### src/rtl/fft_frame_sender_pkg.sv
// Shared types and helpers for the FFT frame sender slice.
package fft_stream_pkg;

  localparam int unsigned MAX_PTS  = 128;
  localparam int unsigned MIN_PTS  = 8;
  localparam int unsigned SAMPLE_W = 32;

  typedef enum logic [1:0] {
    IDLE,
    RUN,
    DRAIN
  } state_t;

  // One queued output beat: complex sample plus its framing tags.
  typedef struct packed {
    logic [SAMPLE_W-1:0] re;
    logic [SAMPLE_W-1:0] im;
    logic                sop;
    logic                eop;
  } payload_t;

  localparam int unsigned PAYLOAD_W = $bits(payload_t);

  // A frame size is legal when it is a power of two between MIN_PTS and max_pts.
  function automatic logic is_legal_pts(input int unsigned pts, input int unsigned max_pts);
    return (pts >= MIN_PTS) && (pts <= max_pts) && ((pts & (pts - 1)) == 0);
  endfunction

endpackage

### src/rtl/fft_frame_sender_if.sv
// Avalon-ST source bundle toward the FFT sink (readyLatency 0).
interface fft_st_if #(
  parameter int unsigned DATA_W = 32,
  parameter int unsigned PTS_W  = 8
);
  logic              out_valid;
  logic              out_ready;
  logic              out_sop;
  logic              out_eop;
  logic [1:0]        out_error;
  logic [DATA_W-1:0] out_real;
  logic [DATA_W-1:0] out_imag;
  logic [PTS_W-1:0]  out_fftpts;

  modport master (
    output out_valid, out_sop, out_eop, out_error, out_real, out_imag, out_fftpts,
    input  out_ready
  );

  modport slave (
    input  out_valid, out_sop, out_eop, out_error, out_real, out_imag, out_fftpts,
    output out_ready
  );
endinterface

### src/rtl/fft_frame_sender_fifo.sv
// Two-entry fall-through FIFO: a write into an empty FIFO is visible on
// rd_data in the same cycle, so RAM data reaches the stream without a bubble.
module fft_skid_fifo #(
  parameter int unsigned WIDTH = 8
) (
  input  logic             clk,
  input  logic             rst,
  input  logic             wr_en,
  input  logic [WIDTH-1:0] wr_data,
  input  logic             pop,
  output logic [WIDTH-1:0] rd_data,
  output logic             valid,
  output logic [1:0]       count
);
  logic [WIDTH-1:0] mem [2];
  logic             wr_ptr;
  logic             rd_ptr;
  logic [1:0]       cnt;
  logic             bypass;
  logic             store;
  logic             pop_mem;

  // Output selection and storage decisions; a bypassed word popped at once is never stored.
  always_comb begin
    bypass  = (cnt == 2'd0) && wr_en;
    valid   = (cnt != 2'd0) || wr_en;
    rd_data = '0;
    if (cnt != 2'd0) begin
      rd_data = mem[rd_ptr];
    end else if (wr_en) begin
      rd_data = wr_data;
    end
    pop_mem = pop && (cnt != 2'd0);
    store   = wr_en && !(bypass && pop);
  end

  // Pointer, occupancy and storage update.
  always_ff @(posedge clk) begin
    if (rst) begin
      wr_ptr <= 1'b0;
      rd_ptr <= 1'b0;
      cnt    <= 2'd0;
    end else begin
      if (store) begin
        mem[wr_ptr] <= wr_data;
        wr_ptr      <= ~wr_ptr;
      end
      if (pop_mem) begin
        rd_ptr <= ~rd_ptr;
      end
      cnt <= cnt + 2'(store) - 2'(pop_mem);
    end
  end

  assign count = cnt;

endmodule

### src/rtl/fft_frame_sender.sv
// Reads complex samples from a 1-cycle-latency RAM and streams them out as
// back-to-back FFT frames with sop/eop framing and a held point count.
module fft_frame_sender #(
  parameter int unsigned DATA_W  = 32,
  parameter int unsigned PTS_W   = 8,
  parameter int unsigned MAX_PTS = fft_stream_pkg::MAX_PTS,
  parameter int unsigned ADDR_W  = 10,
  parameter int unsigned FRM_W   = 8
) (
  input  logic              clk,
  input  logic              rst,
  input  logic              start,
  input  logic [PTS_W-1:0]  frame_pts,
  input  logic [FRM_W-1:0]  num_frames,
  input  logic [ADDR_W-1:0] base_addr,
  output logic              busy,
  output logic              done,
  output logic              cfg_err,
  output logic              rd_en,
  output logic [ADDR_W-1:0] rd_addr,
  input  logic [DATA_W-1:0] rd_real,
  input  logic [DATA_W-1:0] rd_imag,
  fft_st_if.master          st
);
  import fft_stream_pkg::*;

  localparam int unsigned TOT_W = PTS_W + FRM_W;

  state_t             state_q;
  state_t             state_d;
  logic [PTS_W-1:0]   pts_q;
  logic [PTS_W-1:0]   pos_q;
  logic [PTS_W-1:0]   pos_last;
  logic [ADDR_W-1:0]  addr_q;
  logic [TOT_W-1:0]   remain_q;
  logic [TOT_W-1:0]   total;
  logic [FRM_W-1:0]   nf_eff;
  logic [PTS_W-1:0]   fftpts_q;
  logic               cfg_err_q;
  logic               inflight_q;
  logic               tag_sop_q;
  logic               tag_eop_q;
  logic               legal;
  logic               start_idle;
  logic [1:0]         fifo_count;
  logic               fifo_valid;
  payload_t           wr_payload;
  payload_t           rd_payload;
  logic [PAYLOAD_W-1:0] rd_bits;

  assign legal      = is_legal_pts(32'(frame_pts), MAX_PTS);
  assign start_idle = start && (state_q == IDLE);
  assign nf_eff     = (num_frames == '0) ? FRM_W'(1) : num_frames;
  assign total      = TOT_W'(frame_pts) * TOT_W'(nf_eff);
  assign pos_last   = pts_q - PTS_W'(1);

  // State register.
  always_ff @(posedge clk) begin
    if (rst) begin
      state_q <= IDLE;
    end else begin
      state_q <= state_d;
    end
  end

  // Next state, read strobe and completion pulse.
  always_comb begin
    state_d = state_q;
    rd_en   = 1'b0;
    done    = 1'b0;
    unique case (state_q)
      IDLE: begin
        if (start && legal) begin
          state_d = RUN;
        end
      end
      RUN: begin
        rd_en = (3'(fifo_count) + 3'(inflight_q)) < 3'd2;
        if (rd_en && (remain_q == TOT_W'(1))) begin
          state_d = DRAIN;
        end
      end
      DRAIN: begin
        if ((fifo_count == 2'd0) && !inflight_q) begin
          done    = 1'b1;
          state_d = IDLE;
        end
      end
      default: state_d = IDLE;
    endcase
  end

  assign busy = (state_q != IDLE) && !done;

  // Transfer bookkeeping: latch config on an accepted start, advance on each read.
  always_ff @(posedge clk) begin
    if (rst) begin
      pts_q      <= '0;
      pos_q      <= '0;
      addr_q     <= '0;
      remain_q   <= '0;
      fftpts_q   <= '0;
      cfg_err_q  <= 1'b0;
      inflight_q <= 1'b0;
      tag_sop_q  <= 1'b0;
      tag_eop_q  <= 1'b0;
    end else begin
      cfg_err_q  <= start_idle && !legal;
      inflight_q <= rd_en;
      tag_sop_q  <= rd_en && (pos_q == '0);
      tag_eop_q  <= rd_en && (pos_q == pos_last);
      if (start_idle && legal) begin
        pts_q    <= frame_pts;
        fftpts_q <= frame_pts;
        addr_q   <= base_addr;
        remain_q <= total;
        pos_q    <= '0;
      end else if (rd_en) begin
        addr_q   <= addr_q + ADDR_W'(1);
        remain_q <= remain_q - TOT_W'(1);
        pos_q    <= (pos_q == pos_last) ? '0 : pos_q + PTS_W'(1);
      end
    end
  end

  assign cfg_err = cfg_err_q;
  assign rd_addr = addr_q;

  // Tags travel alongside the read so they land in the FIFO with their data.
  always_comb begin
    wr_payload     = '0;
    wr_payload.re  = rd_real;
    wr_payload.im  = rd_imag;
    wr_payload.sop = tag_sop_q;
    wr_payload.eop = tag_eop_q;
  end

  fft_skid_fifo #(
    .WIDTH(PAYLOAD_W)
  ) u_fifo (
    .clk     (clk),
    .rst     (rst),
    .wr_en   (inflight_q),
    .wr_data (wr_payload),
    .pop     (fifo_valid && st.out_ready),
    .rd_data (rd_bits),
    .valid   (fifo_valid),
    .count   (fifo_count)
  );

  assign rd_payload    = payload_t'(rd_bits);
  assign st.out_valid  = fifo_valid;
  assign st.out_real   = rd_payload.re;
  assign st.out_imag   = rd_payload.im;
  assign st.out_sop    = rd_payload.sop;
  assign st.out_eop    = rd_payload.eop;
  assign st.out_error  = 2'b00;
  assign st.out_fftpts = fftpts_q;

endmodule

### src/flat_wrapper.sv
// flat-port wrapper written by rule: the top's interface ports become plain ports
module fft_frame_sender_flat import fft_stream_pkg::*;
#(
  parameter int unsigned DATA_W  = 32,
  parameter int unsigned PTS_W   = 8,
  parameter int unsigned MAX_PTS = fft_stream_pkg::MAX_PTS,
  parameter int unsigned ADDR_W  = 10,
  parameter int unsigned FRM_W   = 8
)
  (clk, rst, start, frame_pts, num_frames, base_addr, busy, done, cfg_err, rd_en, rd_addr, rd_real, rd_imag, st_out_valid, st_out_sop, st_out_eop, st_out_error, st_out_real, st_out_imag, st_out_fftpts, st_out_ready);
  fft_st_if #(.DATA_W(DATA_W), .PTS_W(PTS_W)) st_i ();
  input  logic clk;
  input  logic rst;
  input  logic start;
  input  logic [PTS_W-1:0] frame_pts;
  input  logic [FRM_W-1:0] num_frames;
  input  logic [ADDR_W-1:0] base_addr;
  output logic busy;
  output logic done;
  output logic cfg_err;
  output logic rd_en;
  output logic [ADDR_W-1:0] rd_addr;
  input  logic [DATA_W-1:0] rd_real;
  input  logic [DATA_W-1:0] rd_imag;
  output wire logic [$bits(st_i.out_valid)-1:0] st_out_valid;
  output wire logic [$bits(st_i.out_sop)-1:0] st_out_sop;
  output wire logic [$bits(st_i.out_eop)-1:0] st_out_eop;
  output wire logic [$bits(st_i.out_error)-1:0] st_out_error;
  output wire logic [$bits(st_i.out_real)-1:0] st_out_real;
  output wire logic [$bits(st_i.out_imag)-1:0] st_out_imag;
  output wire logic [$bits(st_i.out_fftpts)-1:0] st_out_fftpts;
  input wire logic [$bits(st_i.out_ready)-1:0] st_out_ready;
  assign st_out_valid = st_i.out_valid;
  assign st_out_sop = st_i.out_sop;
  assign st_out_eop = st_i.out_eop;
  assign st_out_error = st_i.out_error;
  assign st_out_real = st_i.out_real;
  assign st_out_imag = st_i.out_imag;
  assign st_out_fftpts = st_i.out_fftpts;
  assign st_i.out_ready = st_out_ready;
  fft_frame_sender #(.DATA_W(DATA_W), .PTS_W(PTS_W), .MAX_PTS(MAX_PTS), .ADDR_W(ADDR_W), .FRM_W(FRM_W)) u_core (.clk(clk), .rst(rst), .start(start), .frame_pts(frame_pts), .num_frames(num_frames), .base_addr(base_addr), .busy(busy), .done(done), .cfg_err(cfg_err), .rd_en(rd_en), .rd_addr(rd_addr), .rd_real(rd_real), .rd_imag(rd_imag), .st(st_i));
endmodule
### config.mk
export PLATFORM = sky130hd
export DESIGN_NAME = fft_frame_sender_flat
export DESIGN_NICKNAME = d
export VERILOG_FILES = /design/src/rtl/fft_frame_sender_pkg.sv /design/src/rtl/fft_frame_sender_if.sv /design/src/rtl/fft_frame_sender_fifo.sv /design/src/rtl/fft_frame_sender.sv /design/src/flat_wrapper.sv
export SDC_FILE = /design/constraint.sdc
export NUM_CORES = 1
export LEC_CHECK = 0
export ABC_AREA = 1
export CAP_MARGIN = 20
export CELL_PAD_IN_SITES_DETAIL_PLACEMENT = 1
export CELL_PAD_IN_SITES_GLOBAL_PLACEMENT = 2
export CORE_ASPECT_RATIO = 0.5
export CORE_MARGIN = 2
export CORE_UTILIZATION = 35
export CTS_CLUSTER_SIZE = 40
export DETAILED_ROUTE_END_ITERATION = 16
export HOLD_SLACK_MARGIN = 0.03
export PLACE_DENSITY = 0.95
export SLEW_MARGIN = 10
export SYNTH_ARGS = -nofsm -noshare
export SYNTH_HDL_FRONTEND = slang
export SYNTH_HIERARCHICAL = 1
export SYNTH_SLANG_ARGS = --single-unit
export TNS_END_PERCENT = 10
### constraint.sdc
create_clock -name clk -period 9.83 [get_ports clk]
set_clock_uncertainty 0.05 [all_clocks]
set_input_delay 2.949 -clock clk [delete_from_list [all_inputs] [get_ports clk]]
set_output_delay 2.949 -clock clk [all_outputs]
set_load 0.03 [all_outputs]
==> results of run 1 <==
## power breakdown
part | switching (µW) | total (µW) | internal, µW | leakage, µW
registers | 3.38 | 839 | 836 | 0.00162
clock network | 322 | 731 | 408 | 0.000299
logic | 271 | 454 | 183 | 0.00421
## final timing paths
kind	startpoint	endpoint	slack, ps	depth (start not counted)
max	rd_imag[20]	st_out_imag[20]	2420	4
max reg2reg	u_core/u_fifo/count[0]	u_core/u_fifo/mem[1][16]	5880	10
min	u_core/remain_q[1]	u_core/remain_q[1]	420	2
min reg2reg	u_core/remain_q[1]	u_core/remain_q[1]	420	2
## routing by layer
layer	part of all wire (%)	vias to the layer above	wire length, µm
met5	0	-	0
met4	1.9	0	601
met3	2.7	43	867
met2	54	128	16900
met1	42	4668	13200
li1	-	4552	-
## cells in the final DEF (no fill, tap or decap), drive strengths merged, types with 9 or more instances in the layout
cell	Yosys	layout
xnor2	9	9
dfxtp	53	53
fa	36	36
inv	235	242
o21ai	24	24
nor2	84	84
edfxtp	132	132
ha	44	44
clkdlybuf4s50	0	182
nand4	10	10
o211ai	66	66
xor2	17	17
nand3	119	119
nand2	368	368
a21oi	39	39
clkbuf	16	18
## cell type report
class | instances | area (µm²)
fillers | 3736 | 17800
flip-flops and latches | 185 | 5030
multi-input cells | 844 | 4960
repair buffers | 190 | 1880
inverters | 236 | 888
well taps | 432 | 541
clock buffers | 18 | 429
clock inverters | 13 | 185
## registers in the layout, summed over array words and instances, names as in the netlist, named ones only
signal,cells
u_core/u_fifo/count,2
u_core/tag_eop_q,1
u_core/state_q,2
u_core/u_fifo/wr_ptr,1
u_core/inflight_q,1
u_core/rd_addr,10
u_core/st.out_fftpts,8
u_core/pos_q,8
u_core/remain_q,16
u_core/cfg_err,1
u_core/u_fifo/mem,132
u_core/u_fifo/rd_ptr,1
u_core/tag_sop_q,1
## metrics by stage
stage | instances | hold WS, ps
floorplan | 1331 | 376
global placement | 1887 | 387
detailed placement | 1887 | 409
CTS | 1918 | 426
global route | 1918 | 441
finish | 1918 | 425
## logic make-up (layout without fill, tap and decap cells)
| kind of cell | count (synthesis) | after routing | synth area share, % |
|---|---|---|---|
| simple gates | 598 | 598 | 22.4 |
| compound gates | 138 | 138 | 8.14 |
| flops | 185 | 185 | 44.4 |
| other cells | 1 | 2 | 0.0332 |
| fa+ha+maj | 80 | 80 | 11.2 |
| buf+inv | 302 | 457 | 11.7 |
| xor+xnor | 26 | 26 | 2.01 |
## critical path, delay by kind of cell
kind	cells	cell delay [ps]
buffers and inverters	2	1200
AND/OR/NAND/NOR	2	250
==> impl_metrics.ini, run 1 <==
[status]
status = finished, final reports clean

[layout]
drive_above_1_share_pct = 4.91
area_delta_synth_final_pct = 23.1
fin_util_pct = 43.9
diodes = 0
finalInstanceArea_um2 = 13900
final_nets = 1648

[logic_synthesis]
synth_edf_count = 132
synth.distinct_cells = 43
yosys.area.top_type_share_pct = 35.1
synth.area.top_cells = edfxtp_1 (35%), nand2_1 (12%), dfxtp_1 (9.4%), inv_1 (7.6%), fa_1 (6.4%)
yosysWarnings = 6
ys_ff_latch = 185
netlist_top_cells_count = nand2_1 (365), inv_1 (229), edfxtp_1 (132)
netlist_instances = 1330
synth.most_common_cell = nand2_1
syn_area_per_cell_um2 = 8.50
synth-main-ff-cell = edfxtp_1
synthArstFlopShare_pct = 0
synth_largest_area_cell = edfxtp_1
seq_area_frac_synth_pct = 44.4
syn_area_um2 = 11300

[setup_path]
cp_max_fo = 3
end_kind = output port
cp_cell_sequence = clkdlybuf4s50_1, nand3_1, nand2_1, clkdlybuf4s50_1
critPathSlowestCell = clkdlybuf4s50_1
critPathMostFrequentCell = clkdlybuf4s50_1
cp_data_required_time_ps = 6830
critPathKind = input port to output port
cp-start-kind = input port
crit_arrival_ps = 4410
critical_path.max_stage_delay_ps = 700

[timing]
timing.final.ws_setup_ps = 2420
timing.slew.headroom_pct = 30.5
setup_viol = 0
fmax_mhz = 135
period_minus_slack_ps = 7410
hold_violations = 0
rsz0062_at_grt = false
tns_ps = 0
drv_slew = 0
period_share_pct = 75.4
worstMarginPinSlew_ps = 1040

[cts]
cts_tree = done
clock_path_buffers = 2
clkSlewWorstSetupHoldPaths_ps = 70
cts_resized = 0
cts_hold_buf = 0
cts_sinks = 185
cts_buffers = 17
h-tree-depth = 4
cts-root-buf = clkbuf_16
clk_latency_ps = 440
postCtsSetupBuffers = 0

[global_route]
grt_overflow = 0
met3_usage_pct = 2.86
grt_pass1_wl_um = 51400
gr-usage-met1_pct = 21.7
grt_pass1_vias = 10108
grt_max_degree = 81
antenna_found_initial = 0
met2_usage_pct = 37.2
busiest_layer = met2
grt_use_total_pct = 19.1

[place]
dp_hpwl_um = 22400
portBuffers = 182
gp_congestion = 0.822
placed_area_um2 = 13300
dp_slack_ps = 2370

[floorplan]
fp-row-count = 46
dieWidth_um = 258
die_h_um = 131
initial_core_util_pct = 35.6
core-area_um2 = 31700
ios = 185
die_area_um2 = 33800

[drt]
dr.first_iter.drc_count = 425
viasPerCell = 4.90
via_count = 9391
drt_pre_antenna_iters = 6
drt.antenna.violating_nets = 0
wl_per_cell_um = 16.5
routed_wl_um = 31600
drc = 0

[hold_path]
min_path_type = flip-flop to flip-flop

[power]
powerDensity_nw_per_um2 = 145
leakage_uw = 0.00613
ir_worst_vdd_uv = 134
power_uw = 2020

[run]
drv_cap = 0
Power figures use the tool's default switching activity.
==> run 2, diff against run 1 <==
--- a/config.mk
+++ b/config.mk
@@ -11,11 +11,11 @@
 export CELL_PAD_IN_SITES_GLOBAL_PLACEMENT = 2
 export CORE_ASPECT_RATIO = 0.5
 export CORE_MARGIN = 2
-export CORE_UTILIZATION = 35
+export CORE_UTILIZATION = 29
 export CTS_CLUSTER_SIZE = 40
 export DETAILED_ROUTE_END_ITERATION = 16
 export HOLD_SLACK_MARGIN = 0.03
-export PLACE_DENSITY = 0.95
+export PLACE_DENSITY = 0.85
 export SLEW_MARGIN = 10
 export SYNTH_ARGS = -nofsm -noshare
 export SYNTH_HDL_FRONTEND = slang
==> constraint.sdc (replaced) <==
create_clock -name clk -period 6.2 [get_ports clk]
set_clock_uncertainty 0.05 [all_clocks]
set_input_delay 1.86 -clock clk [delete_from_list [all_inputs] [get_ports clk]]
set_output_delay 1.86 -clock clk [all_outputs]
set_load 0.03 [all_outputs]
==> run 2 against run 1 <==
Against the previous run:
- power grew 56%
- sequential share of layout area is 0.78 points lower
- combinational power up 67%
- sequential cell count did not move
- clock power increased by 46%
- critical path type is now input port to flip-flop
- worst hold slack got worse by 12 ps
- via count down 2.1%
- non-clock buffer count increased by 26
- critical path depth increased by 19
- register-to-register slack worse by 2900 ps
- largest power group unchanged
==> impl_metrics.ini, run 2 (same netlist as run 1, synthesis figures left out) <==
[status]
status = finished, final reports clean

[drt]
via_count = 9197
routed_wl_um = 31200
drc = 0
drt.antenna.violating_nets = 0
dr.first_iter.drc_count = 386
met3_length_um = 499
wl_met1_um = 13700
routed.top_layer = met4
drt_pre_antenna_iters = 4
viasPerCell = 4.50
wl_per_cell_um = 15.3
wl_met2_um = 16700

[cts]
cts_tree = done
clock_path_buffers = 2
h-tree-depth = 4
cts_buffers = 17
cts_hold_buf = 0
cts_sinks = 185
cts-root-buf = clkbuf_16
cts_resized = 0
clk_latency_ps = 440
clkSlewWorstSetupHoldPaths_ps = 70
postCtsSetupBuffers = 0

[layout]
layout_commonest_cell = nand2_1
ff_latch_area_um2 = 5030
final_nets = 1674
mostFrequentLayoutCells = nand2_1 (365), inv_1 (228), clkdlybuf4s50_1 (182), edfxtp_1 (132), nand3_1 (117)
layoutNonFillerInstCount = 2044
drive_above_1_share_pct = 6.74
regMostFlops = u_core/u_fifo/mem
area_delta_synth_final_pct = 25.9
finalInstanceArea_um2 = 14200
fill_cells = 4616
multiInputGateArea_um2 = 4970
largest_reg_flops = 132

[setup_path]
cp_cell_sequence = clkdlybuf4s50_1, nand2_1, inv_1, fa_1, inv_1, fa_1, inv_1, fa_1, inv_1, fa_1, inv_1, ha_1, nand2_1, nand2_1, nand2_1, nand2_1, inv_1, nand2_1, nand2_1, nand3_1, nand2_1, nand2_1, a21oi_1
critPathMostFrequentCell = nand2_1
rrSetupSlack_ps = 2990
cp_max_fo = 9
critPathSlowestCell = clkdlybuf4s50_1
cp_data_required_time_ps = 6530
critical_path.max_stage_delay_ps = 610
critPathKind = input port to flip-flop
end_kind = flip-flop
crit_arrival_ps = 6110
cp-start-kind = input port

[place]
portBuffers = 182
placed_area_um2 = 13600
dp_hpwl_um = 22500
gp_congestion = 0.788
post-place-cells = 2010

[timing]
setup_viol = 0
worstMarginPinSlew_ps = 903
holdWs_ps = 413
period_minus_slack_ps = 5780
period_share_pct = 93.3
hold_violations = 0
rsz0062_at_grt = false
fmax_mhz = 173
timing.slew.headroom_pct = 39.6
drv_slew = 0

[floorplan]
core-area_um2 = 38700
dieWidth_um = 283
die_h_um = 144
ios = 185
die_area_um2 = 40700
fp-row-count = 51
initial_core_util_pct = 29.2

[hold_path]
min_path_type = flip-flop to flip-flop

[power]
ir_worst_vdd_uv = 185
leakage_uw = 0.00625
power_uw = 3160
powerDensity_nw_per_um2 = 222

[global_route]
grt_pass1_wl_um = 50600
grt_use_total_pct = 15.6
grt_pass1_vias = 9738
antenna_found_initial = 0
grt_max_degree = 106
grt_overflow = 0

[run]
drv_cap = 0
-- run 2: final cells by class --
cell class	count	area share, %
sequential	185	35.4
multi-input combinational	844	34.9
timing repair buffer	216	14.8
inverter	236	6.24
tap	530	4.66
clock buffer	17	2.99
clock inverter	15	1.05
antenna	1	0.0176
-- run 2: power by group --
group	internal, µW	leakage (µW)	switching (µW)
Combinational	320	0.00434	439
Sequential	1330	0.00162	5.64
Clock	536	0.000285	535
-- run 2: routing by layer --
layer	track usage [%]	vias to the layer above
met4	3.79	0
met2	30.4	64
met5	0	-
met1	18.1	4501
li1	-	4613
met3	2.44	19
-- run 2: metrics by stage --
| step | setup WS, ps | setup TNS, ps | util, % |
|---|---|---|---|
| detailed placement | -53.9 | -77.7 | 35.2 |
| global route | 42.8 | 0 | 36.8 |
| finish | 416 | 0 | 36.8 |
| floorplan | 663 | 0 | - |
| global placement | 64.9 | 0 | 35.2 |
| CTS | 421 | 0 | 36.7 |
-- run 2: critical path: cells and delay by family --
| family | cells | cell delay, ps |
|---|---|---|
| AOI/OAI and AO/OA | 1 | 140 |
| and+or+nand+nor | 10 | 740 |
| buffers and inverters | 7 | 950 |
| adders and majority gates | 5 | 2400 |
-- run 2: final timing paths --
kind / startpoint / endpoint / cells after the start
worst max register to register: u_core/inflight_q / u_core/u_fifo/mem[1][39] / 8
worst min-delay path: u_core/tag_sop_q / u_core/u_fifo/mem[1][1] / 0
worst max-delay path: num_frames[4] / u_core/remain_q[12] / 23
worst min register to register: u_core/tag_sop_q / u_core/u_fifo/mem[1][1] / 0
==> run 3, diff against run 2 <==
--- a/config.mk
+++ b/config.mk
@@ -15,10 +15,10 @@
 export CTS_CLUSTER_SIZE = 40
 export DETAILED_ROUTE_END_ITERATION = 16
 export HOLD_SLACK_MARGIN = 0.03
-export PLACE_DENSITY = 0.85
+export PLACE_DENSITY = 0.86
+export SETUP_SLACK_MARGIN = 0.15
 export SLEW_MARGIN = 10
 export SYNTH_ARGS = -nofsm -noshare
 export SYNTH_HDL_FRONTEND = slang
-export SYNTH_HIERARCHICAL = 1
 export SYNTH_SLANG_ARGS = --single-unit
 export TNS_END_PERCENT = 10
==> run 3 against run 2 <==
Against the previous run:
- largest power group is now combinational logic
- clock-buffer cell count is 1 higher
- critical path type unchanged
- via count grew 1.4%
- utilization is 1.2 points higher
- synthesized cell count is 5.2% lower
- sequential share of layout area increased by 1.1 points
- fmax is 0.64% higher
- die area shrank 4.5%
- sequential cell count stayed put
- final cell count down 5.4%
- clock power barely moved
==> impl_metrics.ini, run 3 <==
[status]
status = finished, final reports clean

[cts]
clk_latency_ps = 450
clock_path_buffers = 2
cts_buffers = 17
postCtsSetupBuffers = 0
clkSlewWorstSetupHoldPaths_ps = 70
cts_sinks = 185
h-tree-depth = 4
cts_tree = done
cts-root-buf = clkbuf_16
cts_resized = 0
cts_hold_buf = 0

[floorplan]
ios = 185
die_area_um2 = 38900
core-area_um2 = 36300
dieWidth_um = 277
initial_core_util_pct = 29.7
fp-row-count = 49
die_h_um = 140

[drt]
viasPerCell = 4.82
dr.first_iter.drc_count = 434
drc = 0
drt_pre_antenna_iters = 4
via_count = 9328
drt.antenna.violating_nets = 0
wl_per_cell_um = 16.8
routed_wl_um = 32500

[place]
gp_congestion = 0.831
portBuffers = 182
dp_hpwl_um = 23300
post-place-cells = 1901

[logic_synthesis]
synth_largest_area_cell = edfxtp_1
synth.most_common_cell = nand2_1
syn_area_um2 = 10800
synth.area.top_cells = edfxtp_1 (37%), dfxtp_1 (9.8%), nand2_1 (7.0%), o21ai_0 (6.9%), fa_1 (6.7%)
synth-main-ff-cell = edfxtp_1
yosys.area.top_type_share_pct = 36.7
yosysWarnings = 0
netlist_top_cells_count = nand2_1 (200), nor2_1 (166), inv_1 (161)
synth.distinct_cells = 37
netlist_instances = 1261
synthArstFlopShare_pct = 0
syn_area_per_cell_um2 = 8.56
ys_ff_latch = 185
synth_edf_count = 132
seq_area_frac_synth_pct = 46.6

[timing]
tns_ps = 0
setup_viol = 0
rsz0062_at_grt = true
period_minus_slack_ps = 5750
hold_violations = 0
timing.slew.headroom_pct = 34.2
fmax_mhz = 174
worstMarginPinSlew_ps = 987
drv_slew = 0
period_share_pct = 92.7

[layout]
multiInputGateArea_um2 = 4850
fill_cells = 4261
final_nets = 1610
layoutNonFillerInstCount = 1934
ff_latch_area_um2 = 5030
largest_reg_flops = 132
regMostFlops = u_core.u_fifo.mem
drive_above_1_share_pct = 6.42
area_delta_synth_final_pct = 27.9
mostFrequentLayoutCells = nand2_1 (200), clkdlybuf4s50_1 (179), nor2_1 (163), inv_1 (159), o21ai_0 (147)
layout_commonest_cell = nand2_1

[setup_path]
critPathBufInv = 4
end_kind = flip-flop
r2r-end = u_core.u_fifo.mem[0][1]
cp_data_required_time_ps = 6480
cp_max_fo = 6
critical_path.max_stage_delay_ps = 620
cp-startpoint = num_frames[6]
crit_path_end = u_core.remain_q[10]
rrSetupSlack_ps = 3300
cp_cell_sequence = clkdlybuf4s50_1, nand2_1, fa_1, fa_1, inv_1, fa_1, inv_1, fa_1, inv_1, ha_1, nand2_1, nor2_1, nand2_1, a21oi_1, nor2_1, nor2_1, nor2_1
worstSetupPathDepth = 17
cp-start-kind = input port
critPathSlowestCell = clkdlybuf4s50_1
ff2ff_path_depth = 6
crit_arrival_ps = 6030
cpLargestDelayFamily = adder cells
r2r-start = u_core.u_fifo.count[1]
critPathKind = input port to flip-flop

[global_route]
grt_overflow = 0
grt_use_total_pct = 17.2
antenna_found_initial = 1
grt_max_degree = 68
grt_pass1_wl_um = 53400
grt_pass1_vias = 10256

[power]
ir_worst_vdd_uv = 207
power_uw = 4070
powerDensity_nw_per_um2 = 295
leakage_uw = 0.00575

[hold_path]
min_path_type = flip-flop to flip-flop

[run]
drv_cap = 0
==> run 3: cell count changes after synthesis, moves of 11 or more <==
cell	before	now
o211ai_1	66	1
buf_2	23	10
clkbuf_1	16	42
o21ai_1	1	17
o21ai_0	22	148
buf_6	16	5
nand2_1	365	200
inv_1	229	161
nor2_1	79	166
==> run 3: cell type report <==
cell class / instances / share of cell area (%)
clock buffers: 18 / 3.11
inverters: 166 / 4.52
well taps: 484 / 4.39
diodes: 1 / 0.0181
repair buffers: 221 / 15.6
flip-flops and latches: 185 / 36.4
clock inverters: 14 / 0.816
multi-input cells: 845 / 35.2
==> run 3: layer usage <==
layer | global-route usage [%] | routed length [µm] | vias to the layer above
li1 | - | - | 4490
met1 | 20.4 | 14200 | 4692
met2 | 32.0 | 17000 | 108
met3 | 2.19 | 653 | 38
met4 | 6.01 | 686 | 0
met5 | 0 | 0 | -
==> run 3: worst min path at each step <==
stage	from	end	slack (ps)	cells after the start
5_1_grt	u_core.tag_eop_q	u_core.u_fifo.mem[0][0]	430	0
2_1_floorplan	u_core.u_fifo.rd_ptr	flip-flop	380	1
6_report	u_core.u_fifo.rd_ptr	flip-flop	410	1
3_3_place_gp	u_core.u_fifo.rd_ptr	flip-flop	380	1
4_1_cts	u_core.u_fifo.rd_ptr	flip-flop	410	1
3_5_place_dp	u_core.u_fifo.rd_ptr	flip-flop	400	1
==> run 3: logic make-up after synthesis <==
kind of cell    share of synthesized area [%]
simple gates                             20.5
buf+inv                                  8.71
compound gates                           9.85
flops                                    46.6
fa+ha+maj                                11.8
xor+xnor                                 2.60
other cells                            0.0348
==> run 3: through the flow <==
step / hold slack [ps] / instance area (µm²) / utilization [%] / setup WS [ps]
floorplan: 375 / 10800 / - / 579
global placement: 379 / 13200 / 36.4 / -14.7
detailed placement: 400 / 13200 / 36.5 / -143
CTS: 410 / 13800 / 38.0 / 340
global route: 429 / 13800 / 38.0 / 150
finish: 411 / 13800 / 38.0 / 453
==> run 3: power breakdown <==
part	leakage (µW)	internal (µW)	switching, µW
Combinational	0.00388	610	1070
Clock	0.000262	523	515
Sequential	0.00161	1330	12.0
